## src/rtl/dsp_v6_pkg.sv

```systemverilog
// Shared types and helpers for the V6 DSP vector blocks.
package dsp_v6_pkg;

  localparam int DEF_REG_WIDTH = 16;
  localparam int DEF_VECTOR    = 6;

  typedef logic [DEF_REG_WIDTH-1:0] lane_t;
  typedef lane_t [DEF_VECTOR-1:0]   vec_t;

  // Lane-index width; a single-lane vector still gets a 1-bit index.
  function automatic int idxw(input int n);
    return (n > 1) ? $clog2(n) : 1;
  endfunction

endpackage

```

## src/rtl/vector_serializer_v6_if.sv

```systemverilog
// Vector-in / lane-out stream bundle for the V6 serializer.
interface vector_serializer_v6_if
  import dsp_v6_pkg::*;
#(
  parameter int REG_WIDTH = DEF_REG_WIDTH,
  parameter int VECTOR    = DEF_VECTOR
);
  localparam int IDXW = idxw(VECTOR);

  logic                              in_valid;
  logic                              in_ready;
  logic [VECTOR-1:0][REG_WIDTH-1:0]  a_in;
  logic [VECTOR-1:0][REG_WIDTH-1:0]  b_in;
  logic                              out_valid;
  logic                              out_ready;
  logic [REG_WIDTH-1:0]              a_out;
  logic [REG_WIDTH-1:0]              b_out;
  logic [IDXW-1:0]                   out_lane;
  logic                              out_last;

  // Producer of vectors and consumer of lanes.
  modport master (
    output in_valid, a_in, b_in, out_ready,
    input  in_ready, out_valid, a_out, b_out, out_lane, out_last
  );

  // The serializer itself.
  modport slave (
    input  in_valid, a_in, b_in, out_ready,
    output in_ready, out_valid, a_out, b_out, out_lane, out_last
  );

endinterface

```

## src/rtl/vector_serializer_v6.sv

```systemverilog
// Parallel-to-serial output stage: takes an (a, b) vector pair per handshake
// and emits one lane pair per cycle. Active + pending slots give bubble-free
// back-to-back vectors while in_ready stays a pure register output.
module vector_serializer_v6
  import dsp_v6_pkg::*;
#(
  parameter int REG_WIDTH = DEF_REG_WIDTH,
  parameter int VECTOR    = DEF_VECTOR
) (
  input  logic                  clk,
  input  logic                  rst_n,
  vector_serializer_v6_if.slave bus
);

  localparam int IDXW = idxw(VECTOR);
  localparam logic [IDXW-1:0] LAST_IDX = IDXW'(VECTOR - 1);

  typedef logic [VECTOR-1:0][REG_WIDTH-1:0] slot_t;

  slot_t           act_a, act_b;
  slot_t           pnd_a, pnd_b;
  logic            act_vld, pnd_vld;
  logic [IDXW-1:0] idx;

  logic is_last, out_hs, drain, accept;

  // Handshake decode; everything here is built from registers plus the two
  // handshake inputs, so in_ready never sees a combinational path.
  always_comb begin
    is_last = (idx == LAST_IDX);
    out_hs  = act_vld && bus.out_ready;
    drain   = out_hs && is_last;
    accept  = bus.in_valid && !pnd_vld;
  end

  assign bus.in_ready  = !pnd_vld;
  assign bus.out_valid = act_vld;
  assign bus.a_out     = act_a[idx];
  assign bus.b_out     = act_b[idx];
  assign bus.out_lane  = idx;
  assign bus.out_last  = is_last;

  // Slot management: advance lane, promote pending on drain, or load new vector.
  always_ff @(posedge clk or negedge rst_n) begin
    if (!rst_n) begin
      act_a   <= '0;
      act_b   <= '0;
      pnd_a   <= '0;
      pnd_b   <= '0;
      act_vld <= 1'b0;
      pnd_vld <= 1'b0;
      idx     <= '0;
    end else if (drain) begin
      // Last lane leaves: refill active from pending, else from the input
      // (in_ready is 1 whenever pending is empty), else go idle.
      idx <= '0;
      if (pnd_vld) begin
        act_a   <= pnd_a;
        act_b   <= pnd_b;
        pnd_vld <= 1'b0;
      end else if (accept) begin
        act_a <= bus.a_in;
        act_b <= bus.b_in;
      end else begin
        act_vld <= 1'b0;
      end
    end else begin
      if (out_hs) idx <= idx + 1'b1;
      if (accept) begin
        if (!act_vld) begin
          act_a   <= bus.a_in;
          act_b   <= bus.b_in;
          act_vld <= 1'b1;
          idx     <= '0;
        end else begin
          pnd_a   <= bus.a_in;
          pnd_b   <= bus.b_in;
          pnd_vld <= 1'b1;
        end
      end
    end
  end

endmodule

```

## src/flat_wrapper.sv

```systemverilog
// flat-port wrapper written by rule: the top's interface ports become plain ports
module vector_serializer_v6_flat import dsp_v6_pkg::*;
#(
  parameter int REG_WIDTH = DEF_REG_WIDTH,
  parameter int VECTOR    = DEF_VECTOR
)
  (clk, rst_n, bus_in_valid, bus_a_in, bus_b_in, bus_out_ready, bus_in_ready, bus_out_valid, bus_a_out, bus_b_out, bus_out_lane, bus_out_last);
  vector_serializer_v6_if #(.REG_WIDTH(REG_WIDTH), .VECTOR(VECTOR)) bus_i ();
  input  logic clk;
  input  logic rst_n;
  input wire logic [$bits(bus_i.in_valid)-1:0] bus_in_valid;
  input wire logic [$bits(bus_i.a_in)-1:0] bus_a_in;
  input wire logic [$bits(bus_i.b_in)-1:0] bus_b_in;
  input wire logic [$bits(bus_i.out_ready)-1:0] bus_out_ready;
  output wire logic [$bits(bus_i.in_ready)-1:0] bus_in_ready;
  output wire logic [$bits(bus_i.out_valid)-1:0] bus_out_valid;
  output wire logic [$bits(bus_i.a_out)-1:0] bus_a_out;
  output wire logic [$bits(bus_i.b_out)-1:0] bus_b_out;
  output wire logic [$bits(bus_i.out_lane)-1:0] bus_out_lane;
  output wire logic [$bits(bus_i.out_last)-1:0] bus_out_last;
  assign bus_i.in_valid = bus_in_valid;
  assign bus_i.a_in = bus_a_in;
  assign bus_i.b_in = bus_b_in;
  assign bus_i.out_ready = bus_out_ready;
  assign bus_in_ready = bus_i.in_ready;
  assign bus_out_valid = bus_i.out_valid;
  assign bus_a_out = bus_i.a_out;
  assign bus_b_out = bus_i.b_out;
  assign bus_out_lane = bus_i.out_lane;
  assign bus_out_last = bus_i.out_last;
  vector_serializer_v6 #(.REG_WIDTH(REG_WIDTH), .VECTOR(VECTOR)) u_core (.clk(clk), .rst_n(rst_n), .bus(bus_i));
endmodule
```

## config.mk

```make
export PLATFORM = sky130hd
export DESIGN_NAME = vector_serializer_v6_flat
export DESIGN_NICKNAME = d
export VERILOG_FILES = /design/src/rtl/dsp_v6_pkg.sv /design/src/rtl/vector_serializer_v6_if.sv /design/src/rtl/vector_serializer_v6.sv /design/src/flat_wrapper.sv
export SDC_FILE = /design/constraint.sdc
export NUM_CORES = 1
export LEC_CHECK = 0
export BUFFER_PORTS_ARGS = -buffer_cell sky130_fd_sc_hd__buf_2
export CAP_MARGIN = 20
export CORE_MARGIN = 5
export CORE_UTILIZATION = 57
export DETAILED_ROUTE_END_ITERATION = 8
export GPL_ROUTABILITY_DRIVEN = 0
export PLACE_DENSITY = 0.79
export SYNTH_ARGS = -nofsm -noshare
export SYNTH_HDL_FRONTEND = slang
export SYNTH_SLANG_ARGS = --single-unit
```

## constraint.sdc

```tcl
create_clock -name clk -period 4.5 [get_ports clk]
set_input_delay 0.9 -clock clk [delete_from_list [all_inputs] [get_ports clk]]
set_output_delay 0.9 -clock clk [all_outputs]
set_load 0.02 [all_outputs]
```

==> results of run 1 <==
-- cell type report --
| class | instances | area, µm² | area share, % |
|---|---|---|---|
| timing repair buffer | 269 | 1609 | 7.850 |
| inverter | 35 | 131.4 | 0.6409 |
| antenna | 3 | 7.507 | 0.03662 |
| clock inverter | 12 | 113.9 | 0.5555 |
| tap | 396 | 495.5 | 2.417 |
| clock buffer | 62 | 1215 | 5.927 |
| sequential | 389 | 9739 | 47.51 |
| multi-input combinational | 888 | 7187 | 35.06 |
-- routing by layer --
metal,GRT usage (%),up-vias,share of wire (%)
met5,0,-,0.064
met1,36.13,6008,45
li1,-,5445,-
met4,6.995,4,2.7
met2,37.63,288,47
met3,3.791,77,5.2
-- logic make-up after synthesis --
logic type	after synthesis
AOI/OAI and AO/OA	230
xor gates and xnor gates	2
adders and majority gates	2
buffers and inverters	140
DFF	389
muxes	448
and+or+nand+nor	206
-- power by group through the flow --
stage,registers (mW),clock network [mW],logic [mW]
6_report,6.34,3.29,5.62
5_1_grt,6.53,3.52,6.15
4_1_cts,6.32,3.36,5.65
3_5_place_dp,6.36,0,5.61
3_3_place_gp,6.24,0,5.43
2_1_floorplan,5.97,0,4.18
-- stage by stage --
| stage | util (%) | power [mW] |
|---|---|---|
| finish | 67.01 | 15.25 |
| global route | 67.01 | 16.20 |
| CTS | 66.99 | 15.33 |
| detailed placement | 62.64 | 11.97 |
| global placement | 62.64 | 11.66 |
| floorplan | - | 10.15 |
-- sequential cells by signal, summed over array words and instances (netlist names) --
signal                cells
u_core.act_a             96
u_core.act_b             96
u_core.pnd_a             96
u_core.pnd_b             96
u_core.bus.out_lane       3
u_core.bus.out_valid      1
u_core.pnd_vld            1
-- placed cells by master (no fill, tap or decap), drive strengths merged, types with 2 or more instances in the layout --
cell / instances
dfrtp: 389
buf: 269
mux2i: 224
nor2: 195
a21oi: 193
mux2: 192
clkbuf: 62
inv: 36
mux4: 32
o22ai: 32
clkinv: 9
nand2: 6
diode: 3
nand3: 3
xor2: 2
ha: 2
-- path summary, 6_finish.rpt --
| check | start | endpoint | slack, ps | depth (start not counted) |
|---|---|---|---|---|
| setup / recovery | u_core.bus.out_lane[0]$_DFF_PN0_ | bus_a_out[8] | 1030 | 5 |
| hold / removal | rst_n | u_core.pnd_a[46]$_DFFE_PN0P_ | 470 | 1 |
| setup reg to reg | u_core.bus.out_lane[0]$_DFF_PN0_ | u_core.act_a[43]$_DFFE_PN0P_ | 1410 | 7 |
| hold reg to reg | u_core.pnd_b[32]$_DFFE_PN0P_ | u_core.pnd_b[32]$_DFFE_PN0P_ | 480 | 1 |
| max in group asynchronous | rst_n | u_core.bus.out_lane[0]$_DFF_PN0_ | 2960 | 2 |
| min in group clk | u_core.pnd_b[32]$_DFFE_PN0P_ | u_core.pnd_b[32]$_DFFE_PN0P_ | 480 | 1 |
==> impl_metrics.yaml, run 1 <==
synthesis:
  synth_area_um2: 17620
  synthMostInstantiatedCell: "dfrtp_1"
  ys_seq_area_share_pct: 55.26
  synthFlopType: "dfrtp_1"
  post-synth-top-area-cell: "dfrtp_1"
  synth_edf_count: 0
  synth_top_area_share_pct: 55.26
  synthArstFlopShare_pct: 100.0
  ys_warn_count: 0
  synthSimpleGateAreaFrac_pct: 4.467
  synth_adder_area_share_pct: 0.1420
  ys_ff_latch: 389
  synth_nets: 1615
  synth_area_leaders: "dfrtp_1 (55%), mux2i_1 (13%), mux2_1 (7.6%)"
  synthTopCellsByCount: "dfrtp_1 (389), mux2i_1 (224), nor2_1 (195)"
  synthXorXnorAreaFrac_pct: 0.09943
  synth-compound-area-share_pct: 6.903
  syn_inst: 1417
  syn_avg_cell_area_um2: 12.43
  synth_top_family_by_area: "multiplexers"
  synth.area.mux_share_pct: 29.09
  synth_cell_types: 25
floorplan:
  num_rows: 64
  core_area_um2: 30590
  dieArea_um2: 34520
  io_pins: 234
  fp.dieH_um: 185.8
  die-width_um: 185.8
  initial_core_util_pct: 57.59
grt:
  grt_usage_pct: 24.29
  grt-ovfl-total: 0
  grt_pass1_vias: 12180
  antenna_found_initial: 5
  grt_pass1_wl_um: 66330
  grt_max_degree: 127
routing:
  ant_nets: 0
  vias: 11820
  firstDrtPassIters: 5
  avgViaCountPerCell: 5.756
  drcViolationCount: 0
  wl_per_cell_um: 20.41
  drt_iter0_markers: 870
  postRouteWirelength_um: 41910
timing:
  hold_viol: 0
  fin_crit_ps: 3472
  rsz0062_at_grt: "false"
  layout_setup_ws_ps: 1028
  fin_hold_ws_ps: 472.3
  finClkSkew_ps: 22.56
  fmax_ghz: 0.2880
  setup_viol: 0
  max_slew.worst_pin.slew_ps: 1019
  setup_tns_ps: 0
  fin_crit_sh_pct: 77.16
  relSlewSlack_pct: 32.10
  drv_slew: 0
pwr:
  peakVddDrop_mv: 0.3369
  p_sw_mw: 5.429
  swShare_pct: 35.60
  seqPwrFrac_pct: 41.6
  cellLeakagePower_nw: 10.32
  clkPwrFrac_pct: 21.6
  p_int_mw: 9.823
  p_comb_share_pct: 36.8
  power_density_nw_per_um2: 744.1
clocking:
  cts_resized: 0
  cts_setup_buffers: 0
  clkTransAtPathRegs_ps: 60
  clock-sinks: 389
  ctsHoldBuffers: 0
  insertion_delay_ps: 540
  cts_buffers: 41
  cts_tree: "done"
  cts-root-buf: "clkbuf_16"
  clock_tree.buffer_depth: 3
  cts_max_level: 2
placed_design:
  postPlaceCellArea_um2: 19160
  dp.cells: 1977
  io_buffers: 233
  dp_hpwl_um: 28690
  pre_cts_slack_ps: 1434
final_layout:
  fin_area_um2: 20500
  layout-drive-gt1-share_pct: 26.83
  final_cells: 2054
  fillerInstances: 2253
  layout.nets: 1822
  syn2layout_area_growth_pct: 16.36
critical_path:
  cp_cell_sequence: "buf_4 > mux4_2 > inv_1 > o22ai_1 > buf_2"
  cp-start-kind: "flip-flop"
  crit_arrival_ps: 2570
  crit_family: "buffers and inverters"
  critPathRequiredTime_ps: 3600
  worst-path-buf-inv: 3
  cp_slowest_cell: "dfrtp_4"
  path_class: "flip-flop to primary output"
  endpoint_kind: "primary output"
  cp_max_fo: 20
  slowest_delay_ps: 620
min_path:
  hold_path_class: "input pin to async pin"
status:
  status: "complete, no violations"
run:
  max_cap_viol_count: 0
No activity file was read; power rests on OpenSTA's default activity.
==> run 2: changes to the inputs <==
--- a/config.mk
+++ b/config.mk
@@ -5,13 +5,14 @@
 export SDC_FILE = /design/constraint.sdc
 export NUM_CORES = 1
 export LEC_CHECK = 0
+export ABC_AREA = 1
 export BUFFER_PORTS_ARGS = -buffer_cell sky130_fd_sc_hd__buf_2
 export CAP_MARGIN = 20
 export CORE_MARGIN = 5
-export CORE_UTILIZATION = 57
+export CORE_UTILIZATION = 54
 export DETAILED_ROUTE_END_ITERATION = 8
 export GPL_ROUTABILITY_DRIVEN = 0
-export PLACE_DENSITY = 0.79
+export PLACE_DENSITY = 0.77
 export SYNTH_ARGS = -nofsm -noshare
 export SYNTH_HDL_FRONTEND = slang
 export SYNTH_SLANG_ARGS = --single-unit
==> constraint.sdc (replaced) <==
create_clock -name clk -period 3 [get_ports clk]
set_input_delay 0.6 -clock clk [delete_from_list [all_inputs] [get_ports clk]]
set_output_delay 0.6 -clock clk [all_outputs]
set_load 0.02 [all_outputs]
==> run 2 against run 1 <==
  * Clock power grew 59%
  * Sequential power shrank 17%
  * Clock-buffer cell count grew 3
  * Sequential share of layout area shrank 7.9 points
  * Clock skew shrank 8.2 ps
  * Largest cell class is now multi-input combinational cells
==> impl_metrics.yaml, run 2 <==
critical_path:
  critPathRequiredTime_ps: 2400
  path_class: "flip-flop to primary output"
  cp-start-kind: "flip-flop"
  endpoint_kind: "primary output"
  crit_top_cell: "buf_4"
  cp_slowest_cell: "dfrtp_1"
  cp_max_fo: 36
  crit_arrival_ps: 2320
  crit_family: "buffers and inverters"
  cp_cell_sequence: "buf_4 > nor2_2 > buf_4 > o21a_1 > o21ai_0 > nand2_1 > buf_2"
  slowest_delay_ps: 380
  worst-path-buf-inv: 3
pwr:
  seqPwrFrac_pct: 47.9
  swShare_pct: 23.21
  p_sw_mw: 2.545
  p_comb_share_pct: 4.5
  cellLeakagePower_nw: 14.73
  clkPwrFrac_pct: 47.6
  power_density_nw_per_um2: 446.1
  total_power_mw: 10.96
  p_int_mw: 8.419
  peakVddDrop_mv: 0.3455
floorplan:
  core_area_um2: 39820
  initial_core_util_pct: 54.81
  fp.dieH_um: 211.0
  num_rows: 73
  io_pins: 234
  dieArea_um2: 44540
  die-width_um: 211.0
final_layout:
  layout_commonest_cell: "nand2_1"
  syn2layout_area_growth_pct: 12.62
  fillerInstances: 3650
  final_cells: 3970
  layout.nets: 3605
  layout_common_cells: "nand2_1 (2022), dfrtp_1 (386), nand3_1 (384)"
  layout-drive-gt1-share_pct: 10.64
clocking:
  clock_tree.buffer_depth: 3
  insertion_delay_ps: 570
  cts_tree: "done"
  clkTransAtPathRegs_ps: 60
  cts-root-buf: "clkbuf_16"
  clock-sinks: 389
  cts_max_level: 2
  cts_buffers: 43
synthesis:
  synth_top_area_share_pct: 44.60
  ys_seq_area_share_pct: 44.60
  synthArstFlopShare_pct: 100.0
  post-synth-top-area-cell: "dfrtp_1"
  synth_nets: 3525
  synth_area_leaders: "dfrtp_1 (45%), nand2_1 (35%), nand3_1 (8.8%)"
  synth_edf_count: 0
  ys_ff_latch: 389
  synth_area_um2: 21830
  synthFlopType: "dfrtp_1"
  ys_warn_count: 0
  synth_cell_types: 24
  synthMostInstantiatedCell: "nand2_1"
  syn_inst: 3327
  syn_avg_cell_area_um2: 6.560
  synthTopCellsByCount: "nand2_1 (2024), dfrtp_1 (389), nand3_1 (385)"
min_path:
  hold_path_class: "input pin to flip-flop"
routing:
  drcViolationCount: 0
  wl_per_cell_um: 17.49
  drt_iter0_markers: 2900
  ant_nets: 0
  firstDrtPassIters: 5
  avgViaCountPerCell: 5.588
  vias: 22180
  postRouteWirelength_um: 69430
grt:
  grt-ovfl-total: 0
  grt_pass1_wl_um: 112600
  antenna_found_initial: 10
  grt_max_degree: 193
  grt_pass1_vias: 20750
  grt_usage_pct: 30.66
status:
  status: "complete, no violations"
timing:
  fin_crit_ps: 2919
  setup_viol: 0
  max_slew.worst_pin.slew_ps: 1040
  fmax_ghz: 0.3426
  hold_viol: 0
  drv_slew: 0
  relSlewSlack_pct: 30.67
  setup_tns_ps: 0
  finClkSkew_ps: 14.40
  rsz0062_at_grt: "false"
  layout_setup_ws_ps: 81.17
  fin_hold_ws_ps: 289.7
  fin_crit_sh_pct: 97.29
run:
  max_cap_viol_count: 0
placed_design:
  pre_cts_slack_ps: 615.3
  dp_hpwl_um: 42800
  dp.cells: 3883
  io_buffers: 233
run 2: cell types whose count changed after synthesis, moves of 65 or more:
cell	previous run	this run
a21oi_1	193	2
o21ai_0	1	90
nand3_1	3	385
mux2_2	73	0
mux2_1	119	0
buf_2	62	149
nand2_1	6	2024
nor2_1	195	130
mux2i_1	224	0
run 2: cell type report:
type / instances / area (µm²) / share of cell area [%]
clock buffer: 65 / 1269 / 5.162
timing repair buffer: 281 / 1837 / 7.473
clock inverter: 13 / 103.9 / 0.4225
multi-input combinational: 2685 / 10920 / 44.44
sequential: 389 / 9746 / 39.65
antenna: 5 / 12.51 / 0.05090
tap: 525 / 656.9 / 2.672
inverter: 7 / 31.28 / 0.1273
run 2: stage by stage:
| step | cell area [µm²] | utilization (%) |
|---|---|---|
| floorplan | 21830 | - |
| CTS | 24520 | 61.58 |
| global route | 24570 | 61.70 |
| global placement | 23080 | 57.96 |
| finish | 24580 | 61.72 |
| detailed placement | 23110 | 58.02 |
run 2: final timing paths:
check | startpoint | end | slack, ps | depth (start not counted)
setup / recovery | u_core.bus.out_lane[1]$_DFF_PN0_ | bus_a_out[1] | 80 | 7
setup reg to reg | u_core.bus.out_lane[0]$_DFF_PN0_ | u_core.pnd_b[70]$_DFFE_PN0P_ | 540 | 7
max in group asynchronous | rst_n | u_core.pnd_b[73]$_DFFE_PN0P_ | 1560 | 4
hold reg to reg | u_core.pnd_b[94]$_DFFE_PN0P_ | u_core.pnd_b[94]$_DFFE_PN0P_ | 470 | 2
min in group asynchronous | rst_n | u_core.act_a[10]$_DFFE_PN0P_ | 500 | 2
hold / removal | bus_b_in[77] | u_core.pnd_b[77]$_DFFE_PN0P_ | 290 | 3
run 2: power by group through the flow:
stage          Sequential [mW]  Clock [mW]  Combinational (mW)
4_1_cts                   5.25        5.27               0.499
3_5_place_dp              5.34           0               0.494
3_3_place_gp              5.34           0               0.487
2_1_floorplan             5.34           0               0.105
6_report                  5.25        5.22               0.497
5_1_grt                   5.24        5.48               0.560
run 2: worst min-delay path, delay by kind of cell:
kind | cells | cell delay (ps)
buffers and inverters | 1 | 100
AND/OR/NAND/NOR | 2 | 130
run 2: logic make-up after synthesis:
family          Yosys count  synth area share (%)
buf+inv                 253                 5.618
compound gates          135                 3.480
xor+xnor                  1               0.04014
fa+ha+maj                 2                0.1146
simple gates           2547                 46.15
flops                   389                 44.60
run 2: repair_timing:
action	4_1_cts	5_1_grt
hold endpoints to repair	31	0
cloned	1	0
resized for setup	0	3
pin swaps	0	0
hold buffers	1	0
buffers inserted	0	1
setup endpoints to repair	1	9
run 2: metal layers:
metal,vias up,wire (µm),GRT usage [%]
li1,10500,-,-
met1,10440,29620,45.60
met2,1076,30630,45.10
met3,150,7038,6.580
met4,14,2049,9.636
met5,-,90,0
